<file path="config.mk">
export PLATFORM = sky130hd
export DESIGN_NAME = ysyx_24100006_axi_xbar
export DESIGN_NICKNAME = d
export VERILOG_FILES = /design/src/rtl/ysyx_24100006_pkg.sv /design/src/rtl/ysyx_24100006_xbar_decode.sv /design/src/rtl/ysyx_24100006_axi_xbar.sv
export SDC_FILE = /design/constraint.sdc
export NUM_CORES = 1
export LEC_CHECK = 0
export CORE_AREA = 4 4 172 174
export DETAILED_ROUTE_END_ITERATION = 10
export DIE_AREA = 0 0 176 178
export HOLD_SLACK_MARGIN = 0.15
export SLEW_MARGIN = 20
export SYNTH_ARGS = -nofsm -noshare
export SYNTH_HDL_FRONTEND = slang
export SYNTH_SLANG_ARGS = --single-unit
</file>
<file path="constraint.sdc">
create_clock -name clk -period 2.2 [get_ports clk]
set_clock_uncertainty 0.2 [all_clocks]
set_input_delay 0.44 -clock clk [delete_from_list [all_inputs] [get_ports clk]]
set_output_delay 0.44 -clock clk [all_outputs]
set_load 0.02 [all_outputs]
</file>
<file path="src/rtl/ysyx_24100006_pkg.sv">
// rtl/ysyx_24100006_pkg.sv - shared crossbar FSM state and AXI response codes
package ysyx_24100006_pkg;

  typedef enum logic [2:0] {
    IDLE,
    RD_ADDR,
    RD_DATA,
    WR_REQ,
    WR_RESP,
    ERR_R,
    ERR_W
  } xbar_state_e;

  localparam logic [1:0] RESP_OKAY   = 2'b00;
  localparam logic [1:0] RESP_SLVERR = 2'b10;
  localparam logic [1:0] RESP_DECERR = 2'b11;

endpackage

</file>
<file path="src/rtl/ysyx_24100006_xbar_decode.sv">
// rtl/ysyx_24100006_xbar_decode.sv - address window decode for the two crossbar slaves
module ysyx_24100006_xbar_decode #(
  parameter logic [31:0] S0_BASE = 32'h8000_0000,
  parameter logic [31:0] S0_SIZE = 32'h0800_0000,
  parameter logic [31:0] S1_BASE = 32'hA000_0000,
  parameter logic [31:0] S1_SIZE = 32'h0000_1000
) (
  input  logic [31:0] addr,
  output logic        hit0,
  output logic        hit1,
  output logic        miss
);

  logic [31:0] off0;
  logic [31:0] off1;

  // Offset compare is one unsigned test for base <= addr < base + size.
  assign off0 = addr - S0_BASE;
  assign off1 = addr - S1_BASE;
  assign hit0 = off0 < S0_SIZE;
  assign hit1 = !hit0 && (off1 < S1_SIZE);
  assign miss = !hit0 && !hit1;

endmodule

</file>
<file path="src/rtl/ysyx_24100006_axi_xbar.sv">
// rtl/ysyx_24100006_axi_xbar.sv - 1-to-2 AXI-lite crossbar, one outstanding txn; YSYX_24100006_XBAR_TIMEOUT_EN adds slave timeout
module ysyx_24100006_axi_xbar
  import ysyx_24100006_pkg::*;
#(
  parameter logic [31:0] S0_BASE        = 32'h8000_0000,
  parameter logic [31:0] S0_SIZE        = 32'h0800_0000,
  parameter logic [31:0] S1_BASE        = 32'hA000_0000,
  parameter logic [31:0] S1_SIZE        = 32'h0000_1000,
  parameter logic [7:0]  TIMEOUT_CYCLES = 8'd255
) (
  input  logic        clk,
  input  logic        reset,
  input  logic        m_axi_arvalid,
  output logic        m_axi_arready,
  input  logic [31:0] m_axi_araddr,
  output logic        m_axi_rvalid,
  input  logic        m_axi_rready,
  output logic [1:0]  m_axi_rresp,
  output logic [31:0] m_axi_rdata,
  input  logic        m_axi_awvalid,
  output logic        m_axi_awready,
  input  logic [31:0] m_axi_awaddr,
  input  logic        m_axi_wvalid,
  output logic        m_axi_wready,
  input  logic [31:0] m_axi_wdata,
  input  logic [7:0]  m_axi_wstrb,
  output logic        m_axi_bvalid,
  input  logic        m_axi_bready,
  output logic [1:0]  m_axi_bresp,
  output logic        s0_axi_arvalid,
  input  logic        s0_axi_arready,
  output logic [31:0] s0_axi_araddr,
  input  logic        s0_axi_rvalid,
  output logic        s0_axi_rready,
  input  logic [1:0]  s0_axi_rresp,
  input  logic [31:0] s0_axi_rdata,
  output logic        s0_axi_awvalid,
  input  logic        s0_axi_awready,
  output logic [31:0] s0_axi_awaddr,
  output logic        s0_axi_wvalid,
  input  logic        s0_axi_wready,
  output logic [31:0] s0_axi_wdata,
  output logic [7:0]  s0_axi_wstrb,
  input  logic        s0_axi_bvalid,
  output logic        s0_axi_bready,
  input  logic [1:0]  s0_axi_bresp,
  output logic        s1_axi_arvalid,
  input  logic        s1_axi_arready,
  output logic [31:0] s1_axi_araddr,
  input  logic        s1_axi_rvalid,
  output logic        s1_axi_rready,
  input  logic [1:0]  s1_axi_rresp,
  input  logic [31:0] s1_axi_rdata,
  output logic        s1_axi_awvalid,
  input  logic        s1_axi_awready,
  output logic [31:0] s1_axi_awaddr,
  output logic        s1_axi_wvalid,
  input  logic        s1_axi_wready,
  output logic [31:0] s1_axi_wdata,
  output logic [7:0]  s1_axi_wstrb,
  input  logic        s1_axi_bvalid,
  output logic        s1_axi_bready,
  input  logic [1:0]  s1_axi_bresp
);

  xbar_state_e state, state_next;
  logic [31:0] addr_q, wdata_q;
  logic [7:0]  wstrb_q;
  logic        sel_q;
  logic [1:0]  err_resp_q;
  logic        aw_done_q, w_done_q;

  logic rd_hit0, rd_hit1, rd_miss, wr_hit0, wr_hit1, wr_miss;
  logic rd_blocked, wr_blocked, aw_hs, w_hs, pending, timeout;
  logic [1:0] stale;

  logic [1:0]  s_arready, s_rvalid, s_awready, s_wready, s_bvalid;
  logic [1:0]  s_arvalid, s_rready, s_awvalid, s_wvalid, s_bready;
  logic [1:0]  s_rresp [2];
  logic [1:0]  s_bresp [2];
  logic [31:0] s_rdata [2];

  ysyx_24100006_xbar_decode #(
    .S0_BASE(S0_BASE), .S0_SIZE(S0_SIZE), .S1_BASE(S1_BASE), .S1_SIZE(S1_SIZE)
  ) u_rd_decode (
    .addr(m_axi_araddr), .hit0(rd_hit0), .hit1(rd_hit1), .miss(rd_miss)
  );

  ysyx_24100006_xbar_decode #(
    .S0_BASE(S0_BASE), .S0_SIZE(S0_SIZE), .S1_BASE(S1_BASE), .S1_SIZE(S1_SIZE)
  ) u_wr_decode (
    .addr(m_axi_awaddr), .hit0(wr_hit0), .hit1(wr_hit1), .miss(wr_miss)
  );

  logic unused_hits;
  assign unused_hits = rd_hit0 ^ wr_hit0;

  assign s_arready  = {s1_axi_arready, s0_axi_arready};
  assign s_rvalid   = {s1_axi_rvalid, s0_axi_rvalid};
  assign s_awready  = {s1_axi_awready, s0_axi_awready};
  assign s_wready   = {s1_axi_wready, s0_axi_wready};
  assign s_bvalid   = {s1_axi_bvalid, s0_axi_bvalid};
  assign s_rresp[0] = s0_axi_rresp;
  assign s_rresp[1] = s1_axi_rresp;
  assign s_bresp[0] = s0_axi_bresp;
  assign s_bresp[1] = s1_axi_bresp;
  assign s_rdata[0] = s0_axi_rdata;
  assign s_rdata[1] = s1_axi_rdata;

  assign rd_blocked = !rd_miss && stale[rd_hit1];
  assign wr_blocked = !wr_miss && stale[wr_hit1];
  assign aw_hs      = !aw_done_q && s_awready[sel_q];
  assign w_hs       = !w_done_q && s_wready[sel_q];

  // Downstream wait condition that feeds the optional timeout counter.
  always_comb begin
    pending = 1'b0;
    case (state)
      RD_ADDR: pending = !s_arready[sel_q];
      RD_DATA: pending = !s_rvalid[sel_q];
      WR_REQ:  pending = (!aw_done_q && !s_awready[sel_q]) || (!w_done_q && !s_wready[sel_q]);
      WR_RESP: pending = !s_bvalid[sel_q];
      default: pending = 1'b0;
    endcase
  end

  always_comb begin
    state_next    = state;
    m_axi_arready = 1'b0;
    m_axi_rvalid  = 1'b0;
    m_axi_rresp   = RESP_OKAY;
    m_axi_rdata   = 32'h0;
    m_axi_awready = 1'b0;
    m_axi_wready  = 1'b0;
    m_axi_bvalid  = 1'b0;
    m_axi_bresp   = RESP_OKAY;
    s_arvalid     = 2'b00;
    s_rready      = stale;
    s_awvalid     = 2'b00;
    s_wvalid      = 2'b00;
    s_bready      = stale;
    case (state)
      IDLE: begin
        if (m_axi_arvalid) begin
          if (!rd_blocked) begin
            m_axi_arready = 1'b1;
            state_next    = rd_miss ? ERR_R : RD_ADDR;
          end
        end else if (m_axi_awvalid && m_axi_wvalid && !wr_blocked) begin
          m_axi_awready = 1'b1;
          m_axi_wready  = 1'b1;
          state_next    = wr_miss ? ERR_W : WR_REQ;
        end
      end
      RD_ADDR: begin
        s_arvalid[sel_q] = 1'b1;
        if (s_arready[sel_q]) state_next = RD_DATA;
        else if (timeout)     state_next = ERR_R;
      end
      RD_DATA: begin
        m_axi_rvalid    = s_rvalid[sel_q];
        m_axi_rresp     = s_rresp[sel_q];
        m_axi_rdata     = s_rdata[sel_q];
        s_rready[sel_q] = m_axi_rready;
        if (s_rvalid[sel_q] && m_axi_rready) state_next = IDLE;
        else if (timeout)                    state_next = ERR_R;
      end
      WR_REQ: begin
        s_awvalid[sel_q] = !aw_done_q;
        s_wvalid[sel_q]  = !w_done_q;
        if ((aw_done_q || aw_hs) && (w_done_q || w_hs)) state_next = WR_RESP;
        else if (timeout)                               state_next = ERR_W;
      end
      WR_RESP: begin
        m_axi_bvalid    = s_bvalid[sel_q];
        m_axi_bresp     = s_bresp[sel_q];
        s_bready[sel_q] = m_axi_bready;
        if (s_bvalid[sel_q] && m_axi_bready) state_next = IDLE;
        else if (timeout)                    state_next = ERR_W;
      end
      ERR_R: begin
        m_axi_rvalid = 1'b1;
        m_axi_rresp  = err_resp_q;
        if (m_axi_rready) state_next = IDLE;
      end
      ERR_W: begin
        m_axi_bvalid = 1'b1;
        m_axi_bresp  = err_resp_q;
        if (m_axi_bready) state_next = IDLE;
      end
      default: state_next = IDLE;
    endcase
    // Reset is asynchronous, so handshake outputs must drop without waiting for an edge.
    if (!reset) begin
      m_axi_arready = 1'b0;
      m_axi_rvalid  = 1'b0;
      m_axi_awready = 1'b0;
      m_axi_wready  = 1'b0;
      m_axi_bvalid  = 1'b0;
      s_arvalid     = 2'b00;
      s_rready      = 2'b00;
      s_awvalid     = 2'b00;
      s_wvalid      = 2'b00;
      s_bready      = 2'b00;
    end
  end

  always_ff @(posedge clk or negedge reset) begin
    if (!reset) begin
      state      <= IDLE;
      addr_q     <= 32'h0;
      wdata_q    <= 32'h0;
      wstrb_q    <= 8'h0;
      sel_q      <= 1'b0;
      err_resp_q <= RESP_OKAY;
      aw_done_q  <= 1'b0;
      w_done_q   <= 1'b0;
    end else begin
      state <= state_next;
      if (m_axi_arready) begin
        addr_q     <= m_axi_araddr;
        sel_q      <= rd_hit1;
        err_resp_q <= RESP_DECERR;
      end else if (m_axi_awready) begin
        addr_q     <= m_axi_awaddr;
        wdata_q    <= m_axi_wdata;
        wstrb_q    <= m_axi_wstrb;
        sel_q      <= wr_hit1;
        err_resp_q <= RESP_DECERR;
      end
      if (timeout) err_resp_q <= RESP_SLVERR;
      if (state == WR_REQ && state_next == WR_REQ) begin
        aw_done_q <= aw_done_q || aw_hs;
        w_done_q  <= w_done_q || w_hs;
      end else begin
        aw_done_q <= 1'b0;
        w_done_q  <= 1'b0;
      end
    end
  end

`ifdef YSYX_24100006_XBAR_TIMEOUT_EN
  logic [7:0] cnt_q;
  logic [1:0] stale_q;

  assign timeout = pending && (cnt_q == TIMEOUT_CYCLES);
  assign stale   = stale_q;

  // A timed-out slave owes one late beat; swallow it before reusing the slave.
  always_ff @(posedge clk or negedge reset) begin
    if (!reset) begin
      cnt_q   <= 8'h0;
      stale_q <= 2'b00;
    end else begin
      if (state_next != state) cnt_q <= 8'h0;
      else if (pending)        cnt_q <= cnt_q + 8'd1;
      if (timeout && !sel_q)                 stale_q[0] <= 1'b1;
      else if (s_rvalid[0] || s_bvalid[0])   stale_q[0] <= 1'b0;
      if (timeout && sel_q)                  stale_q[1] <= 1'b1;
      else if (s_rvalid[1] || s_bvalid[1])   stale_q[1] <= 1'b0;
    end
  end
`else
  logic unused_timeout;
  assign timeout        = 1'b0;
  assign stale          = 2'b00;
  assign unused_timeout = pending ^ (^TIMEOUT_CYCLES);
`endif

  assign s0_axi_arvalid = s_arvalid[0];
  assign s0_axi_rready  = s_rready[0];
  assign s0_axi_awvalid = s_awvalid[0];
  assign s0_axi_wvalid  = s_wvalid[0];
  assign s0_axi_bready  = s_bready[0];
  assign s0_axi_araddr  = addr_q;
  assign s0_axi_awaddr  = addr_q;
  assign s0_axi_wdata   = wdata_q;
  assign s0_axi_wstrb   = wstrb_q;
  assign s1_axi_arvalid = s_arvalid[1];
  assign s1_axi_rready  = s_rready[1];
  assign s1_axi_awvalid = s_awvalid[1];
  assign s1_axi_wvalid  = s_wvalid[1];
  assign s1_axi_bready  = s_bready[1];
  assign s1_axi_araddr  = addr_q;
  assign s1_axi_awaddr  = addr_q;
  assign s1_axi_wdata   = wdata_q;
  assign s1_axi_wstrb   = wstrb_q;

endmodule

</file>
==> flow_summary.ini <==
[yosys]
synth.ff_latch_count = 79
syn_area_per_cell_um2 = 9.765
synth.yosys.seq_area_share = 0.3668
synthCells = 552
postSynthNetCount = 747
synthesis.yosys.warnings = 0
netlist_area_mm2 = 0.005390
ys_types = 42

[cts]
cts.clk_slew.worst_paths_ns = 0.07
cts.htree.levels = 3
clkLatencyLatePin_ns = 0.34
clk_root_buffer_cell = sky130_fd_sc_hd__clkbuf_16
ctsLongestPathBuffers = 2
cts-buffers-inserted = 9
tritoncts_clock_tree = built
sink_count = 79

[cells_and_area]
nets = 1137
post_route_cells_drive_above_1_share = 0.3266
layoutNonFillerInstCount = 1324
layout-area-overhead-vs-synth_pct = 104.9
mostFrequentLayoutCell = sky130_fd_sc_hd__clkdlybuf4s50_1
n_antenna_cell = 0
final_util = 0.3976
layout_common_cells = sky130_fd_sc_hd__clkdlybuf4s50_1 (397), sky130_fd_sc_hd__dfrtp_1 (78), sky130_fd_sc_hd__buf_4 (72)

[routing]
num_vias = 5319
drc = 0
vias_per_cell = 4.017
wl_mm = 25.61
first_iter_violations = 133
avgRoutedWirePerCell_um = 19.34
ant_nets = 0
firstDrtPassIters = 4

[power]
cellLeakagePower_nw = 4.543
seqPwrFrac = 0.209
p_per_area_mw_per_mm2 = 1240
switching_share = 0.4405
cell_internal_power_dissipation_mw = 7.666
total_switching_power_mw = 6.035
share_clk_of_total_power = 0.103
power.combinational.fraction = 0.688
p_total_mw = 13.70
vdd_ir_drop_max_uv = 645.8

[setup_path]
worstSetupPathType = reg -> out
crit_path_end_kind = output port
worstPathRequired_ns = 1.56
worstSetupStartpointType = register
crit_path_max_fanout = 6
timing.reg2reg.setup_slack_ns = 0.11
cp_data_arrival_time_ns = 1.71

[timing]
layout_worst_path_cycle_share = 1.070
setup_viol_count_final = 42
finalHoldViolations = 0
worst_setup_slack_after_layout_ns = -0.1533
tightest_slew_ns = 0.8411
slew_headroom = 0.4374
timing.fmax_ghz = 0.4249
grt_setup_unrepaired = yes
fin_setup_tns_ns = -4.066
timing.final.crit_period_ns = 2.353
final_max_slew_viol_count = 0

[placement]
place.detailed.instances = 1285
hpwlAfterDp_mm = 20.52
final_gp_congestion = 0.7998
placement.io_buffers = 451
pre_cts_slack_ns = -0.4924

[global_routing]
globalRouteOverflowTotal = 0
grt_pass1_wl_mm = 35.40
via_count_of_the_first_global_routing_pass = 5601
grt_start_max_net_pins = 33
antenna_found_initial = 1
groute.usage.overall = 0.1510

[run]
drv_cap = 0

[die]
start_util = 0.1940
area_enclosed_by_the_die_boundary_mm2 = 0.03133
chipWidth_um = 176
fp.dieH_um = 178
row_count = 61
core_region_area_mm2 = 0.02778
num_io_pins = 452

[worst_hold_path]
worstHoldPathType = in -> async

[run_status]
status = complete, but fails checks
failing_checks = negative setup slack
cells in the mapped netlist (all sizes together):
library cell	count	share of area
o211ai	2	0.0028
nor3	8	0.0084
nor2b	3	0.0035
a211o	1	0.0016
mux2	43	0.090
a22oi	1	0.0014
clkbuf	7	0.0051
nor4	6	0.0070
o311ai	1	0.0016
nor3b	1	0.0014
nand2b	5	0.0058
buf	157	0.21
mux2i	70	0.13
o22ai	1	0.0012
or2	1	0.0012
dfrtp	79	0.37
a21oi	39	0.049
nand3	5	0.0046
or4b	1	0.0026
a31o	1	0.0016
nor4b	2	0.0033
o2111ai	2	0.0033
nand2	9	0.0063
ha	2	0.0046
xor2	2	0.0033
o21ai	5	0.0046
and3b	2	0.0033
inv	9	0.0063
o22a	1	0.0016
nand4	3	0.0035
nor2	79	0.055
o41ai	1	0.0016
and2	1	0.0012
or3	2	0.0023
sequential cells by signal, summed over array words and instances (netlist names):
register       count
s0_axi_wstrb       8
state              3
w_done_q           1
sel_q              1
s0_axi_wdata      32
aw_done_q          1
s0_axi_araddr     32
err_resp_q         1
routing by layer:
layer,part of all wire,up-vias,wire [um],track usage
met5,0,-,0,0
met4,0.015,0,393,0.03671
met3,0.079,18,2020,0.04578
met2,0.53,279,13660,0.2827
met1,0.37,2518,9527,0.1671
li1,-,2504,-,-
final timing paths:
path | start | endpoint | cells past startpoint
hold reg to reg | s0_axi_wdata[22] | s0_axi_wdata[22] | 1
setup / recovery | sel_q | m_axi_rvalid | 6
min in group clk | s0_axi_wdata[22] | s0_axi_wdata[22] | 1
max in group asynchronous | reset | s0_axi_araddr[25] | 3
setup reg to reg | state[0] | s0_axi_araddr[22] | 8
hold / removal | reset | s0_axi_wdata[17] | 3
area by class of cell:
class,count,area (um^2)
Fill cell,2728,16740
Timing Repair Buffer,543,5485
Multi-Input combinational cell,300,2809
Sequential cell,79,1978
Tap cell,378,473.0
Clock buffer,9,225.2
Clock inverter,6,38.79
Inverter,9,36.28
metrics by stage:
stage	hold WS, ns	cell area [um^2]
2_1_floorplan	-0.05559	5390
3_3_place_gp	0.08760	9811
3_5_place_dp	0.08809	9811
4_1_cts	0.2326	10300
5_1_grt	0.2283	11050
6_report	0.1943	11050
power by group through the flow:
| stage | Clock (mW) | Sequential [mW] | Combinational, mW |
|---|---|---|---|
| finish | 1.41 | 2.86 | 9.43 |
| global route | 1.55 | 3.01 | 9.87 |
| CTS | 1.50 | 2.89 | 9.01 |
| detailed placement | 0 | 2.90 | 8.86 |
| global placement | 0 | 2.86 | 8.82 |
| floorplan | 0 | 3.49 | 4.77 |
cells by family (layout without fill, tap and decap cells):
logic type / after synthesis / count (layout) / share of synthesized area
buffers and inverters: 173 / 567 / 0.2259
AND/OR/NAND/NOR: 128 / 128 / 0.1096
multiplexers: 113 / 113 / 0.2198
flip-flops: 79 / 79 / 0.3668
AO/OA/AOI/OAI: 55 / 55 / 0.07010
adder cells (fa/ha/maj): 2 / 2 / 0.004642
XOR/XNOR: 2 / 2 / 0.003250
critical path, cell delays in order, from the launching register on:
cell and delay (ns):
sky130_fd_sc_hd__dfrtp_2 0.44, sky130_fd_sc_hd__buf_12 0.15, sky130_fd_sc_hd__buf_8 0.11, sky130_fd_sc_hd__mux2_4 0.30
sky130_fd_sc_hd__a22oi_2 0.11, sky130_fd_sc_hd__nor2b_1 0.08, sky130_fd_sc_hd__buf_4 0.16
repair_timing:
item / CTS / global route
gates cloned: 1 / 3
endpoints found under the hold margin: 49 / 0
endpoints found under the setup margin: 53 / 63
pin swaps: 13 / 41
hold buffers: 4 / 0
gates resized for setup: 298 / 153
setup buffers: 13 / 8
(Power assumes the default switching activity.)
